[config.mk]
export PLATFORM = sky130hd
export DESIGN_NAME = serial_deserializer
export DESIGN_NICKNAME = d
export VERILOG_FILES = /design/src/rtl/serial_deserializer.sv
export SDC_FILE = /design/constraint.sdc
export NUM_CORES = 1
export LEC_CHECK = 0
export ABC_AREA = 1
export CORE_ASPECT_RATIO = 1.1
export CORE_MARGIN = 2
export CORE_UTILIZATION = 45
export DETAILED_ROUTE_END_ITERATION = 10
export PLACE_DENSITY = 0.72
export SETUP_SLACK_MARGIN = 0.2
export SLEW_MARGIN = 20
export SYNTH_ARGS = -nofsm -noshare
export SYNTH_HDL_FRONTEND = slang
export SYNTH_SLANG_ARGS = --single-unit
[constraint.sdc]
create_clock -name clk -period 1.3 [get_ports clk]
set_input_delay 0.39 -clock clk [delete_from_list [all_inputs] [get_ports clk]]
set_output_delay 0.39 -clock clk [all_outputs]
set_load 0.05 [all_outputs]
[src/rtl/serial_deserializer.sv]
// Serial-to-parallel receiver: assembles an N-bit word MSB- or LSB-first per frame
// and offers it on a registered valid/ready port with a sticky overrun flag.
module serial_deserializer #(
  parameter int N = 5
) (
  input  logic         clk,
  input  logic         reset,
  input  logic         enable,
  input  logic         start,
  input  logic         serial_in,
  input  logic         msb_first,
  input  logic         out_ready,
  output logic [N-1:0] data_out,
  output logic         out_valid,
  output logic         busy,
  output logic         overrun,
  output logic         fsm_state
);

  localparam int CW = $clog2(N + 1);
  localparam logic [CW-1:0] LAST = CW'(N - 1);

  typedef enum logic {
    IDLE  = 1'b0,
    SHIFT = 1'b1
  } state_t;

  // Output handshake: data_out is meaningful while out_valid=1 and moves to the
  // consumer on any clk edge where out_valid=1 and out_ready=1.

  state_t        state, state_next;
  logic [N-1:0]  sh, sh_next;
  logic [CW-1:0] cnt, cnt_next;
  logic          ord, ord_next;
  logic [N-1:0]  data_next;
  logic          valid_next;
  logic          overrun_next;
  logic          complete;
  logic          shift_en;
  logic          shift_ord;
  logic [N-1:0]  shifted;

  always_ff @(posedge clk) begin
    if (reset) begin
      state     <= IDLE;
      sh        <= '0;
      cnt       <= '0;
      ord       <= 1'b0;
      data_out  <= '0;
      out_valid <= 1'b0;
      overrun   <= 1'b0;
    end else begin
      state     <= state_next;
      sh        <= sh_next;
      cnt       <= cnt_next;
      ord       <= ord_next;
      data_out  <= data_next;
      out_valid <= valid_next;
      overrun   <= overrun_next;
    end
  end

  // In IDLE the order comes straight from msb_first, since ord is latched on that same edge.
  always_comb begin
    shift_ord = (state == IDLE) ? msb_first : ord;
    if (shift_ord) begin
      shifted = {sh[N-2:0], serial_in};
    end else begin
      shifted = {serial_in, sh[N-1:1]};
    end
  end

  always_comb begin
    state_next = state;
    sh_next    = sh;
    cnt_next   = cnt;
    ord_next   = ord;
    complete   = 1'b0;
    shift_en   = 1'b0;
    case (state)
      IDLE: begin
        if (start && enable) begin
          shift_en   = 1'b1;
          ord_next   = msb_first;
          cnt_next   = CW'(1);
          state_next = SHIFT;
        end
      end
      SHIFT: begin
        if (enable) begin
          shift_en = 1'b1;
          if (cnt == LAST) begin
            complete   = 1'b1;
            cnt_next   = '0;
            state_next = IDLE;
          end else begin
            cnt_next = cnt + CW'(1);
          end
        end
      end
      default: begin
        state_next = IDLE;
      end
    endcase
    if (shift_en) begin
      sh_next = shifted;
    end
  end

  // A completing word wins over a plain accept; it is dropped only if the slot stays full.
  always_comb begin
    data_next    = data_out;
    valid_next   = out_valid;
    overrun_next = overrun;
    if (complete) begin
      if (!out_valid || out_ready) begin
        data_next  = shifted;
        valid_next = 1'b1;
      end else begin
        overrun_next = 1'b1;
      end
    end else if (out_valid && out_ready) begin
      valid_next = 1'b0;
    end
  end

  assign busy      = (state == SHIFT);
  assign fsm_state = state;

endmodule
==> metrics.txt, run 1 <==
Post-synth EDFFs 0; DP Area 1156 um^2; Area growth syn-to-layout 58.10%; CP top delay family flip-flops; HP Start overrun; Die Height 49.37 um; nets ~160; Die Area 2234 um^2; ys flop type dfxtp_1; Seq cells post-synth 17; share of cells above drive strength 1 39.87%; Least-Margin Pin Slew 193.8 ps; Hold Buf Count CTS 0; min Tclk post-route 1223 ps; Global Route Usage Sum 20.22%; first-iteration detailed-routing DRC count 26; Arr. time, crit path 830 ps; Worst path slowest cell dfxtp_4; hold_ws between 500 and 600 ps; initial antenna violation count 0; max_cap viols 0; Synth cell types 16; syn nets 135; Worst Setup Start Kind register; critical path endpoint category output pin; root buffer cell clkbuf_4; port bufs 15; clk_skew 3.440 ps; num ports 16; Tcrit/Tclk final 94.05%; drt wl/cell 12.61 um; HPWL Detailed 1401 um; Via density 5.228; final number of setup-violating endpoints 0; grt ovf 0; largest net degree at the start of global routing 15; core area 1782 um^2; die width 45.25 um; cells on worst reg2reg path 6; Final Hold Vio Count 0; DRT Wirelength between 2000 and 2500 um; diode count 0; Leakage 0.6554 nW; Num Clock Sinks 17; clk buf depth 2; reg-to-reg endpoint overrun; worst path bufs/invs 1; design area 1331 um^2; most frequent cells in the layout 20 x inv_1, 20 x nand2_1, 17 x nand3_1; register area share after synthesis 40.42%; r2r startpoint busy; FFs w/ async S/R, synth 0%; first-pass GRT wire length 3443 um; maximum vdd drop 921.7 uV; H-Tree Depth 1; Hold Path End overrun; status completed; Pwr per Cell Area between 700 and 800 nW/um^2; hold depth 2; Worst R2R Setup Slack 90 ps; CP Max Fanout 5; syn_area_per_cell 6.683 um^2; Crit Path Category register to output pin; Placer Congestion 0.8364; worst skew pair latency roughly 280 ps; clock-pin transition on the worst setup and hold timing paths 90 ps; Synth Instances 126; total power 1.059 mW; Routed Antenna Nets 0; Post-Syn Area 842.1 um^2; vias in the first global route around 800; max incr delay on CP a little over 400 ps; first drt pass iteration count 4; relative slew slack between 80% and 90%; Hold Path Class register to register; initial core utilization 47.26%; CTS Buf Count 3; Vias 894; CP Cell Sequence buf_12; row cnt 16; Max Slew Vio Count 0; Worst Path Required 910 ps; Max Fclk 0.8179 GHz; Yosys warning count 0; TritonCTS clock tree built; unrepaired setup endpoints after global routing yes; Post-route DRC 0; # fillers 129
==> through the flow <==
step	TNS [ps]	setup WS [ps]	utilization, %	std cells
finish	0	77.36	74.72	171
global route	0	24.26	74.72	171
CTS	0	76.09	70.58	169
detailed placement	-5493	-447.7	64.89	160
global placement	-4951	-434.4	64.89	160
floorplan	0	206.7	-	126
==> layout make-up <==
type                       count  area [um^2]  area share [%]
inverter                      23        86.33           6.485
clock buffer                   3        22.52           1.692
sequential                    17        357.8           26.88
multi-input combinational     83        490.5           36.84
clock inverter                 1        5.005          0.3759
timing repair buffer          26        346.6           26.03
tap                           18        22.52           1.692
==> metal layers <==
metal	track usage (%)	vias up	part of all wire [%]
met3	3.704	6	3.4
li1	-	445	-
met4	6.863	0	1.3
met1	25.69	418	45
met2	33.33	25	50
met5	0	-	0
==> registers in the layout (all words and copies together) (netlist names) <==
signal and flops:
busy 1, cnt 3, data_out 5, ord 1, out_valid 1, overrun 1, sh 5
==> cells by family after synthesis <==
| group | Yosys count | synth area share, % |
|---|---|---|
| adder cells (fa/ha/maj) | 2 | 2.971 |
| AND/OR/NAND/NOR | 65 | 33.43 |
| buffers and inverters | 27 | 13.97 |
| flip-flops | 17 | 40.42 |
| AO/OA/AOI/OAI | 15 | 9.212 |
==> Yosys cell counts, types with 2 or more instances <==
cell type,count,share of area (%)
nand3_1,18,11
o21ai_0,5,3.0
buf_4,2,1.8
ha_1,2,3.0
nand2_2,2,1.5
a21oi_1,7,4.2
o21ai_1,2,1.2
nor2_1,12,5.3
dfxtp_1,17,40
nand2_1,31,14
inv_1,23,10
==> worst max path at each step <==
stage           start     endpoint  slack [ps]  cells past startpoint
2_1_floorplan    busy  data_out[3]         210                      6
3_3_place_gp   enable        sh[1]        -430                      6
3_5_place_dp   enable        sh[1]        -450                      7
4_1_cts          busy         busy          80                      1
5_1_grt          busy  data_out[0]          20                      7
6_report         busy         busy          80                      1
==> timing repair <==
action,in CTS,in global routing
gates resized for setup,22,19
setup buffers,4,2
pin swaps,2,6
gates cloned,1,0
setup endpoints to repair,26,25
==> power breakdown <==
part,internal [mW],leakage (nW),switching (mW)
combinational,0.104,0.494,0.124
clock,0.114,0.0177,0.156
sequential,0.540,0.144,0.0214
Power figures use the tool's default switching activity.
==> run 2: changes to the inputs <==
RECOVER_POWER = 50   (was not set)
==> metrics.txt, run 2 (synthesis results as in run 1) <==
nets around 160; Crit Path Category register to output pin; Hold Path Class register to register; design area 1323 um^2; Placer Congestion between 0.8 and 0.9; Area growth syn-to-layout 57.06%; Tcrit/Tclk final between 90% and 100%; CTS Buf Count 3; Worst path slowest cell dfxtp_4; FF/Latch Area 356.6 um^2; Num Clock Sinks 17; Die Height 49.37 um; Max Fclk 0.8174 GHz; clk_skew 4.355 ps; critical path launch point busy; CP top delay family flip-flops; row cnt 16; Routed Antenna Nets 0; grt ovf 0; clock-pin transition on the worst setup and hold timing paths 90 ps; port bufs 15; Vias approximately 900; first drt pass iteration count 4; drt wl/cell 12.50 um; min Tclk post-route 1223 ps; max incr delay on CP 410 ps; unrepaired setup endpoints after global routing yes; max_cap viols 0; Least-Margin Pin Slew 256.4 ps; CP Cell Sequence buf_12; r2r startpoint busy; H-Tree Depth 1; clk buf depth 2; relative slew slack 82.85%; maximum vdd drop 925.8 uV; vias in the first global route 823; Worst Path Required 910 ps; Regs by FF count data_out x5, sh x5, cnt x3; initial core utilization between 40 and 50%; DP Area 1156 um^2; final number of setup-violating endpoints 0; # fillers roughly 130; commonest non-fill, non-tap cell in the layout nand2_1; HPWL Detailed 1401 um; root buffer cell clkbuf_4; num ports 16; worst path bufs/invs 1; critical path endpoint category output pin; initial antenna violation count 0; HP Start overrun; largest net degree at the start of global routing 15; Pwr per Cell Area 798.7 nW/um^2; core area 1782 um^2; Global Route Usage Sum 20.22%; first-pass GRT wire length 3443 um; hold_ws 502.8 ps; die width 45.25 um; status completed; diode count 0; Arr. time, crit path 830 ps; most frequent cells in the layout 21 x nand2_1, 20 x inv_1, 17 x nand3_1; Max Slew Vio Count 0; Final Hold Vio Count 0; Die Area around 2200 um^2; TritonCTS clock tree built; share of cells above drive strength 1 38.56%; CP Max Fanout 5; Hold Buf Count CTS 0; Via density 5.205; Post-route DRC 0; Worst Setup Start Kind register; area of the multi-input gates 483.0 um^2; first-iteration detailed-routing DRC count 40; Leakage 0.6534 nW; DRT Wirelength 2137 um; worst skew pair latency about 280 ps
[run 2: changes by cell type in the layout (fill, tap and decap cells not counted)]
cell     change
dfxtp_1      +1
dfxtp_2      -1
nand2_1      +1
nand2_4      -1
o21ai_0      +1
o21ai_1      -1
[run 2: layout make-up]
type	instances	share of cell area, %
Sequential cell	17	26.96
Clock inverter	1	0.3784
Multi-Input combinational cell	83	36.52
Timing Repair Buffer	26	26.21
Clock buffer	3	1.703
Tap cell	18	1.703
Inverter	23	6.528
[run 2: through the flow]
stage	setup slack (ps)	power (mW)	instances	utilization, %	TNS (ps)
after floorplan	206.7	0.6874	126	-	0
after global placement	-434.4	0.7587	160	64.89	-4951
after detailed placement	-447.7	0.7623	160	64.89	-5493
after CTS	76.09	1.045	169	70.58	0
after global routing	18.56	1.120	171	74.23	0
final	76.63	1.056	171	74.23	0
[run 2: worst paths after layout]
check | to | slack (ps) | depth (start not counted)
hold reg to reg | overrun | 500 | 2
setup reg to reg | overrun | 100 | 6
setup / recovery | busy | 80 | 1
hold / removal | overrun | 500 | 2
[run 2: report_power, final]
group	switching [mW]	leakage (nW)	total [mW]	internal, mW
Sequential	0.0212	0.144	0.561	0.539
Clock	0.158	0.0177	0.272	0.114
Combinational	0.122	0.492	0.224	0.102
Total	0.301	0.653	1.06	0.755
[run 2: per-layer routing]
layer	part of all wire (%)	track usage, %
met1	45	25.69
met2	51	33.33
met3	3.2	3.704
met4	1.1	6.863
met5	0	0
[run 2: repair_timing]
action / in CTS / in global routing
endpoints found under the setup margin: 26 / 25
gates resized for setup: 22 / 19
pin swaps: 2 / 6
gates cloned: 1 / 0
buffers inserted: 4 / 2
==> run 3: changes to the inputs <==
CORE_UTILIZATION = 40   (was 45)
HOLD_SLACK_MARGIN = 0.1   (was not set)
PLACE_DENSITY = 0.65   (was 0.72)
SLEW_MARGIN = not set   (was 20)
==> metrics.txt, run 3 (synthesis results as in run 1) <==
status completed; Setup TNS Final 0 ps; Regs by FF count data_out x5, sh x5, cnt x3; worst skew pair latency 290 ps; Die Area 2488 um^2; most frequent cells in the layout 24 x nand2_1, 19 x inv_1, 13 x nand3_1; num ports 16; # fillers 174; Comb pwr share 21.7%; largest net degree at the start of global routing 12; Tcrit/Tclk final 95.61%; final number of setup-violating endpoints 0; unrepaired setup endpoints after global routing yes; Via density 4.795; max_cap viols 0; clk_skew 9.373 ps; min Tclk post-route 1243 ps; diode count 0; Switching Power 317.4 uW; clock network fraction of total power between 20% and 30%; Placer Congestion ~0.86; CP Cell Sequence buf_12; row cnt 17; Final Hold Vio Count 0; Crit Path Category register to output pin; HP Start overrun; Die Height 52.12 um; clk buf depth 2; design area 1379 um^2; Switching Fraction between 20% and 30%; Worst Path Required 910 ps; first-iteration detailed-routing DRC count 22; r2r startpoint cnt[1]; CP top delay family flip-flops; Arr. time, crit path 850 ps; Leakage 0.6679 nW; sequential group share of total power 52.0%; initial core utilization 42.12%; grt ovf 0; vias in the first global route 750; total power 1.083 mW; Hold Path Class register to register; critical path endpoint category output pin; DP Area between 1000 and 1500 um^2; Num Clock Sinks 17; Internal 765.1 uW; Least-Margin Pin Slew 248.5 ps; CP Max Fanout 4; share of cells above drive strength 1 38.22%; nets 167; first drt pass iteration count 4; Routed Antenna Nets 0; Pwr per Cell Area just under 800 nW/um^2; Global Route Usage Sum 17.82%; Vias between 800 and 900; H-Tree Depth 1; Hold Buf Count CTS 0; Worst Setup Start Kind register; DRT Wirelength 2173 um; TritonCTS clock tree built; die width around 48 um; HPWL Detailed roughly 1300 um; drt wl/cell between 10 and 15 um; relative slew slack 83.39%; commonest non-fill, non-tap cell in the layout nand2_1; Max Slew Vio Count 0; worst path bufs/invs 1; root buffer cell clkbuf_4; Post-route DRC 0; CTS Buf Count 3; first-pass GRT wire length 3160 um; maximum vdd drop 579.3 uV; core area 1999 um^2; Area growth syn-to-layout 63.74%; critical path launch point busy; Worst path slowest cell dfxtp_4; port bufs 15; initial antenna violation count 0; Max Fclk 0.8046 GHz; clock-pin transition on the worst setup and hold timing paths 100 ps; max incr delay on CP 420 ps
==> run 3: power groups by stage <==
stage	clock network (mW)	registers, mW	logic [mW]
6_report	0.285	0.563	0.235
5_1_grt	0.310	0.565	0.256
4_1_cts	0.289	0.562	0.209
3_5_place_dp	0	0.576	0.184
3_3_place_gp	0	0.576	0.182
2_1_floorplan	0	0.577	0.111
==> run 3: final timing paths <==
| kind | to | slack [ps] | cells past startpoint |
|---|---|---|---|
| max | busy | 60 | 1 |
| min | overrun | 490 | 2 |
| max reg2reg | busy | 100 | 7 |
| min reg2reg | overrun | 490 | 2 |
==> run 3: cell type report <==
class	instances	area (um^2)	area share, %
multi-input combinational	84	524.3	38.02
timing repair buffer	29	352.8	25.59
sequential	17	351.6	25.50
inverter	23	88.84	6.443
tap	28	35.03	2.541
clock buffer	4	26.28	1.906
==> run 3: what timing repair did <==
action | in CTS | in global routing
pin swaps | 2 | 4
gates cloned | 1 | 1
endpoints found under the setup margin | 26 | 23
gates resized for setup | 26 | 19
setup buffers | 3 | 4
==> run 3: metal layers <==
metal | GRT usage (%) | wire length, um
met1 | 22.98 | 906
met2 | 28.00 | 1161
met3 | 3.125 | 72
met4 | 8.108 | 34
met5 | 0 | 0
==> run 3: through the flow <==
step / worst slack, ps / hold WS (ps) / cells / utilization [%]
2_1_floorplan: 206.7 / 451.7 / 126 / -
3_3_place_gp: -420.3 / 471.4 / 172 / 58.57
3_5_place_dp: -468.2 / 481.3 / 172 / 58.57
4_1_cts: 50.47 / 478.7 / 180 / 63.70
5_1_grt: 19.52 / 510.7 / 185 / 68.96
6_report: 57.10 / 489.9 / 185 / 68.96
==> run 3: worst register-to-register path: stages (launching register included) <==
cell and delay, ps:
dfxtp_1 380, inv_2 60, ha_4 160, nand2_4 80, nor2_4 60, buf_6 120
buf_4 120, a211oi_2 130
